### config.mk
export PLATFORM = sky130hd
export DESIGN_NAME = cu_seq
export DESIGN_NICKNAME = d
export VERILOG_FILES = /design/src/rtl/cu_seq.sv
export SDC_FILE = /design/constraint.sdc
export NUM_CORES = 1
export LEC_CHECK = 0
export BUFFER_PORTS_ARGS = -buffer_cell sky130_fd_sc_hd__clkbuf_2
export CELL_PAD_IN_SITES_DETAIL_PLACEMENT = 1
export CELL_PAD_IN_SITES_GLOBAL_PLACEMENT = 1
export CORE_ASPECT_RATIO = 1.4
export CORE_MARGIN = 2
export CORE_UTILIZATION = 30
export DETAILED_ROUTE_END_ITERATION = 10
export HOLD_SLACK_MARGIN = 0.05
export PLACE_DENSITY = 0.85
export SLEW_MARGIN = 10
export SYNTH_ARGS = -nofsm -noshare
export SYNTH_HDL_FRONTEND = slang
export SYNTH_SLANG_ARGS = --single-unit
### constraint.sdc
create_clock -name i_clk -period 1.6 [get_ports i_clk]
set_input_delay 0.32 -clock i_clk [delete_from_list [all_inputs] [get_ports i_clk]]
set_output_delay 0.32 -clock i_clk [all_outputs]
set_load 0.1 [all_outputs]
### src/rtl/cu_seq.sv
// Multi-cycle control sequencer for the byte-serial CPU datapath: instruction fetch,
// operand read, execute with condition flags, write-back, and halt/run control.
module cu_seq #(
  parameter  int MAX_BYTES = 4,
  parameter  int NFLAGS    = 2,
  localparam int BW        = $clog2(MAX_BYTES),
  localparam int CW        = $clog2(NFLAGS + 1)
) (
  input  logic              i_clk,
  input  logic              i_rst,
  input  logic              i_run,
  input  logic [BW-1:0]     i_ilen,
  input  logic              i_op_rd,
  input  logic              i_wb_reg,
  input  logic              i_wb_mem,
  input  logic              i_br,
  input  logic [CW-1:0]     i_br_cond,
  input  logic              i_halt_op,
  input  logic [NFLAGS-1:0] i_flag_upd,
  input  logic [NFLAGS-1:0] i_flags_in,
  input  logic              i_mem_rdy,
  output logic              o_mem_re,
  output logic              o_mem_we,
  output logic              o_mem_addr_src,
  output logic              o_pc_en,
  output logic              o_pc_src,
  output logic              o_instr_we,
  output logic [BW-1:0]     o_instr_idx,
  output logic              o_op_we,
  output logic              o_reg_we,
  output logic [NFLAGS-1:0] o_flags,
  output logic              o_halted,
  output logic [2:0]        o_state_dbg
);

  typedef enum logic [2:0] {
    S_HALT   = 3'd0,
    S_FETCH0 = 3'd1,
    S_DECODE = 3'd2,
    S_FETCHN = 3'd3,
    S_OPRD   = 3'd4,
    S_EXEC   = 3'd5,
    S_WB     = 3'd6
  } state_t;

  state_t            r_state;
  logic [BW-1:0]     r_cnt;
  logic [NFLAGS-1:0] r_flags;
  logic              r_run_q;

  logic              w_run_rise;
  logic              w_cond_flag;
  logic              w_taken;
  logic              w_last_byte;
  state_t            w_after_fetch;
  state_t            w_boundary;

  assign w_run_rise    = i_run & ~r_run_q;
  assign w_last_byte   = (r_cnt == i_ilen);
  assign w_after_fetch = i_op_rd ? S_OPRD : S_EXEC;
  assign w_boundary    = i_run ? S_FETCH0 : S_HALT;

  // Condition codes above NFLAGS select no flag, so such branches are never taken.
  always_comb begin
    w_cond_flag = 1'b0;
    for (int k = 1; k <= NFLAGS; k++) begin
      if (i_br_cond == CW'(k)) w_cond_flag = r_flags[k-1];
    end
  end

  assign w_taken = i_br & ((i_br_cond == '0) | w_cond_flag);

  always_ff @(posedge i_clk) begin
    if (i_rst) begin
      r_state <= S_HALT;
      r_cnt   <= '0;
      r_flags <= '0;
      r_run_q <= 1'b0;
    end else begin
      r_run_q <= i_run;
      case (r_state)
        S_HALT: begin
          if (w_run_rise) r_state <= S_FETCH0;
        end
        S_FETCH0: begin
          if (i_mem_rdy) r_state <= S_DECODE;
        end
        S_DECODE: begin
          if (i_ilen == '0) begin
            r_state <= w_after_fetch;
          end else begin
            r_state <= S_FETCHN;
            r_cnt   <= BW'(1);
          end
        end
        S_FETCHN: begin
          if (i_mem_rdy) begin
            if (w_last_byte) begin
              r_cnt   <= '0;
              r_state <= w_after_fetch;
            end else begin
              r_cnt <= r_cnt + BW'(1);
            end
          end
        end
        S_OPRD: begin
          if (i_mem_rdy) r_state <= S_EXEC;
        end
        S_EXEC: begin
          r_flags <= (r_flags & ~i_flag_upd) | (i_flags_in & i_flag_upd);
          if (i_halt_op)                r_state <= S_HALT;
          else if (i_wb_reg | i_wb_mem) r_state <= S_WB;
          else                          r_state <= w_boundary;
        end
        S_WB: begin
          if (!i_wb_mem || i_mem_rdy) r_state <= w_boundary;
        end
        default: r_state <= S_HALT;
      endcase
    end
  end

  // Strobes are decoded from the registered state so that a memory completion
  // (mem_rdy) acts in the same cycle and reset silences them immediately.
  always_comb begin
    o_mem_re       = 1'b0;
    o_mem_we       = 1'b0;
    o_mem_addr_src = 1'b0;
    o_pc_en        = 1'b0;
    o_pc_src       = 1'b0;
    o_instr_we     = 1'b0;
    o_instr_idx    = '0;
    o_op_we        = 1'b0;
    o_reg_we       = 1'b0;
    if (!i_rst) begin
      case (r_state)
        S_FETCH0: begin
          o_mem_re   = 1'b1;
          o_instr_we = i_mem_rdy;
          o_pc_en    = i_mem_rdy;
        end
        S_FETCHN: begin
          o_mem_re    = 1'b1;
          o_instr_idx = r_cnt;
          o_instr_we  = i_mem_rdy;
          o_pc_en     = i_mem_rdy;
        end
        S_OPRD: begin
          o_mem_re       = 1'b1;
          o_mem_addr_src = 1'b1;
          o_op_we        = i_mem_rdy;
        end
        S_EXEC: begin
          o_pc_en  = w_taken;
          o_pc_src = w_taken;
        end
        S_WB: begin
          o_mem_we       = i_wb_mem;
          o_mem_addr_src = i_wb_mem;
          o_reg_we       = i_wb_reg & (~i_wb_mem | i_mem_rdy);
        end
        default: ;
      endcase
    end
  end

  assign o_flags     = r_flags;
  assign o_halted    = (r_state == S_HALT);
  assign o_state_dbg = r_state;

  a_one_mem_dir: assert property (@(posedge i_clk) !(o_mem_re && o_mem_we));

endmodule

Word-level counts from Yosys, hierarchy flattened
Index checks and enable logic that the tools add are counted.
Operators by class
  reduce and logical (&&, ||, !) cells: 10
  muxes and demuxes: 36
  bitwise operators: 12
  add/subtract/negate cells: 1
  equal/unequal tests: 16
Operator list (count)
  2-to-1 mux 3 bit: 9
  one-hot mux 3 bit (7 select lines): 1
  2-to-1 mux 1 bit: 18
  != test 2 bit, second input constant: 6
  2-to-1 mux 2 bit: 5
  == test 3 bit, second input constant: 3
  == test 3 x 2 -> 1 bit, second input constant: 2
  AND reduction 6 bit: 1
  AND 2 bit: 2
  zero test 2 bit: 2
  one-hot mux 1 bit (2 select lines): 2
  one-hot mux 2 bit (2 select lines): 1
  AND 1 bit: 3
  == test 3 x 1 -> 1 bit, second input constant: 1
  zero test 3 bit: 1
  bitwise OR 1 bit: 3
  AND reduction 3 bit: 1
  OR reduction 3 bit: 1
  adder 2 x 1 -> 2 bit, second input constant: 1
  == test 2 x 1 -> 1 bit, second input constant: 1
  == test 2 bit: 1
  == test 2 bit, second input constant: 1
  != test 2 x 1 -> 1 bit, second input constant: 1
  NOT 1 bit: 2
  6 further kinds: 6
Storage, ports and cells
  word-level logic and storage cells: 79
  register bits: 8
  output and inout bits: 16

Longest topological paths before layout
  depth after elaboration: 7
  mapped depth: 5

Least setup slack after synthesis
No wires, ideal clock.
  path type: register to output
  start: register r_state[0] (netlist: o_state_dbg[0])
  end: output port o_pc_en
  path slack: -2.965 ns
  path buffers: 0
  data required time: 1.280 ns
  arrival time: 4.245 ns
  cell stages (with the launch flop): 4
  cell sequence: dfxtp_1 > or2b_1 > nor3b_1 > or2_2
On the way
  longest elaborated chain between the ends: 4
  elaborated cells between the ends (all ways): 6
Ends and longest elaborated chain
  start: declaration: RTL line 46  | state_t r_state;
  start signal: assignment: RTL line 90  | r_state <= w_after_fetch;
  start signal: assignment: RTL line 100  | r_state <= w_after_fetch;
  start signal: assignment: RTL line 113  | else r_state <= w_boundary;
  == test 3 x 2 -> 1 bit or == test 3 x 1 -> 1 bit (tied branches): RTL line 136  | case (r_state)
  OR reduction 2 bit (no source line)
  one-hot mux 1 bit (2 select lines) *: RTL line 136
  2-to-1 mux 1 bit *: RTL line 135  | if (!i_rst) begin
  end: declaration: RTL line 25  | output logic o_pc_en,
Mark *: on every way between the ends. The rest lies on a longest branch, timed or not.

Worst setup path after layout
  start: register r_state[1] (netlist: o_state_dbg[1])
  end: output port o_mem_re
On the way
  longest elaborated chain between the ends: 4
  elaborated cells between the ends (all ways): 6
Ends and longest elaborated chain
  == test 3 bit (tied with other cells): RTL line 136
  OR reduction 3 bit (no source line) *
  2-to-1 mux 1 bit *: RTL line 136
  2-to-1 mux 1 bit *: RTL line 135
  end: declaration: RTL line 22  | output logic o_mem_re,
Marks and branches as above.

==> metrics.txt <==
max cap viols 0; clk buf depth 2; RSZ-0062 raised after global routing true; CP arrival 1.49 ns; I/O pins 33; clk_lat worst skew 0.27 ns; grt total ovfl 0; Synthesis Warnings 0; Least-Margin Pin Slew 0.5476 ns; number of buffers created by CTS 3; Die Y 59.37 um; CTS tree built; vias in the first global route 960; Hold Fails Final Rpt 0; final worst-path cycle share 1.134; first-pass GRT wire length 4.574 mm; hold path cells 3; leakage 0.6180 nW; met2 Resource Use GR 0.4811; Seq/Total Area, Yosys 0.2438; drt pass-1 iters 4; Vias 915; Final Critical Period 1.815 ns; worst hold path class primary input to flop; status complete, but fails checks; count of final max-slew check failures 0; Remaining DRCs 0; hold_ws 0.2985 ns; commonest non-fill, non-tap cell in the layout buf_4; top_reg_cell synth dfxtp_1; Syn-to-layout area delta 111.8%; R2R depth 6; critical path class flop to output port; Top Usage Layer GRT met2; share of cells above drive strength 1 0.6619; library cells used by synthesis 42; antenna viol nets, final 0; num rows 20; final setup margin -0.2149 ns; Sinks on Clock Net 8; GP Congestion 0.7745; post-synthesis average cell area 8.110 um^2; Cells after Synth 81; Reg clk slew, reported paths 0.08 ns; Die W 43.55 um; Buffers on Ports 32; Post-Synthesis Cell Area 656.9 um^2; Die Area 0.002585 mm^2; reg-to-reg slack, setup -0.03 ns; Critical R2R Capture o_state_dbg[2]$_SDFFE_PP0P_; Syn Nets 98; Max Fanout on Critical Path 5; peak supply drop 0.0008371 V; max_slew headroom 0.6365; Critical Path Source Type flop; WP data required 1.28 ns; hold_buf cts 0; drt wl/cell 21.45 um; number of vias per cell 5.683; htree depth 1; Core ar. 0.002127 mm^2; Cell Pwr Density 1473 mW/mm^2; largest net degree at the start of global routing 7; CP endpoint kind output port; grt met1 use 0.2491; clock skew 0.009870 ns; Synth async-reset ratio 0; Detailed Route Iter0 Violations 33; nets 157; Post-Layout Cell Count 161; # diodes 0; met3 usage in global routing 0.04268; EDFF count, synth 0; initial antenna violation count 0; dpl cells 143; DPL Wire Length 2.089 mm; failing checks setup timing; Achievable Freq 551.0 MHz; commonest cells after routing, fill and taps aside buf_4, clkbuf_2, buf_12; Total Wirelength 3.453 mm; count of state elements after synthesis 8; CTS Root Cell clkbuf_4; Final setup viols 13; hold path start i_flags_in[1]; Reg-to-Reg Start o_state_dbg[1]$_SDFFE_PP0P_; GRT Util Overall 0.2435; Initial Util 0.3088
what timing repair did:
action                                  CTS  global route
endpoints found under the setup margin   13            15
pin swaps                                 5             7
gates resized for setup                  10            10
setup buffers                            11             3
through the flow:
step	util	TNS, ns	setup WS (ns)	area [um^2]	power (mW)
floorplan	-	-4.328	-0.9103	758.2	1.182
global placement	0.5506	0	0.04752	1171	1.524
detailed placement	0.5506	-0.02279	-0.01796	1171	1.572
CTS	0.6200	-1.126	-0.1781	1319	1.911
global route	0.6541	-2.003	-0.2365	1391	2.118
finish	0.6541	-1.488	-0.2149	1391	2.049
critical path, stage by stage (launching register included):
cell	delay [ns]
dfxtp_4	0.36
buf_6	0.13
buf_4	0.15
o21a_1	0.27
nor2_4	0.13
buf_12	0.18
synth_stat cells (2+ instances only):
master / number / share of area
a21oi_1: 2 / 0.015
nor3b_1: 2 / 0.023
nor2b_1: 2 / 0.019
or4_1: 2 / 0.023
o22ai_1: 2 / 0.019
nand2b_1: 2 / 0.019
inv_1: 5 / 0.029
buf_6: 2 / 0.034
and3_1: 4 / 0.038
nor2_1: 7 / 0.040
dfxtp_1: 8 / 0.24
nand2_1: 6 / 0.034
or2b_1: 2 / 0.023
mux2i_1: 4 / 0.061
xor2_1: 2 / 0.027
o21ai_0: 3 / 0.023
logic make-up (layout without fill, tap and decap cells):
group	Yosys count	after routing	synth area share
AO/OA/AOI/OAI	20	20	0.2476
XOR/XNOR	2	2	0.02667
buffers and inverters	10	68	0.08189
flip-flops	8	8	0.2438
multiplexers	5	5	0.07810
AND/OR/NAND/NOR	36	36	0.3219
layer usage:
layer	part of all wire	vias to the layer above	routed length (um)
li1	-	410	-
met1	0.36	449	1260
met2	0.56	46	1935
met3	0.042	10	144
met4	0.032	0	112
met5	0	-	0
power by group:
part / internal [mW] / switching, mW / total [mW] / leakage, nW
clock: 0.0965 / 0.0931 / 0.190 / 0.0150
sequential: 0.247 / 0.0473 / 0.294 / 0.0686
combinational: 0.625 / 0.940 / 1.56 / 0.534
total: 0.968 / 1.08 / 2.05 / 0.618
cell type report:
cell class	instances	area (um^2)
inverter	6	25.02
tap	22	27.53
clock buffer	4	26.28
multi-input combinational	63	578.1
timing repair buffer	58	558.0
fill	234	735.7
sequential	8	176.4
worst max-delay path by stage:
stage | startpoint | endpoint | slack (ns)
2_1_floorplan | o_state_dbg[2]$_SDFFE_PP0P_ | o_pc_en | -0.91
3_3_place_gp | o_state_dbg[0]$_SDFFE_PP0P_ | o_state_dbg[2]$_SDFFE_PP0P_ | 0.05
3_5_place_dp | o_state_dbg[0]$_SDFFE_PP0P_ | o_state_dbg[2]$_SDFFE_PP0P_ | -0.02
4_1_cts | o_state_dbg[1]$_SDFFE_PP0P_ | o_mem_we | -0.18
5_1_grt | o_state_dbg[0]$_SDFFE_PP0P_ | o_pc_en | -0.24
6_report | o_state_dbg[1]$_SDFFE_PP0P_ | o_mem_re | -0.21
Note: power is estimated with default switching activity, not from simulation.
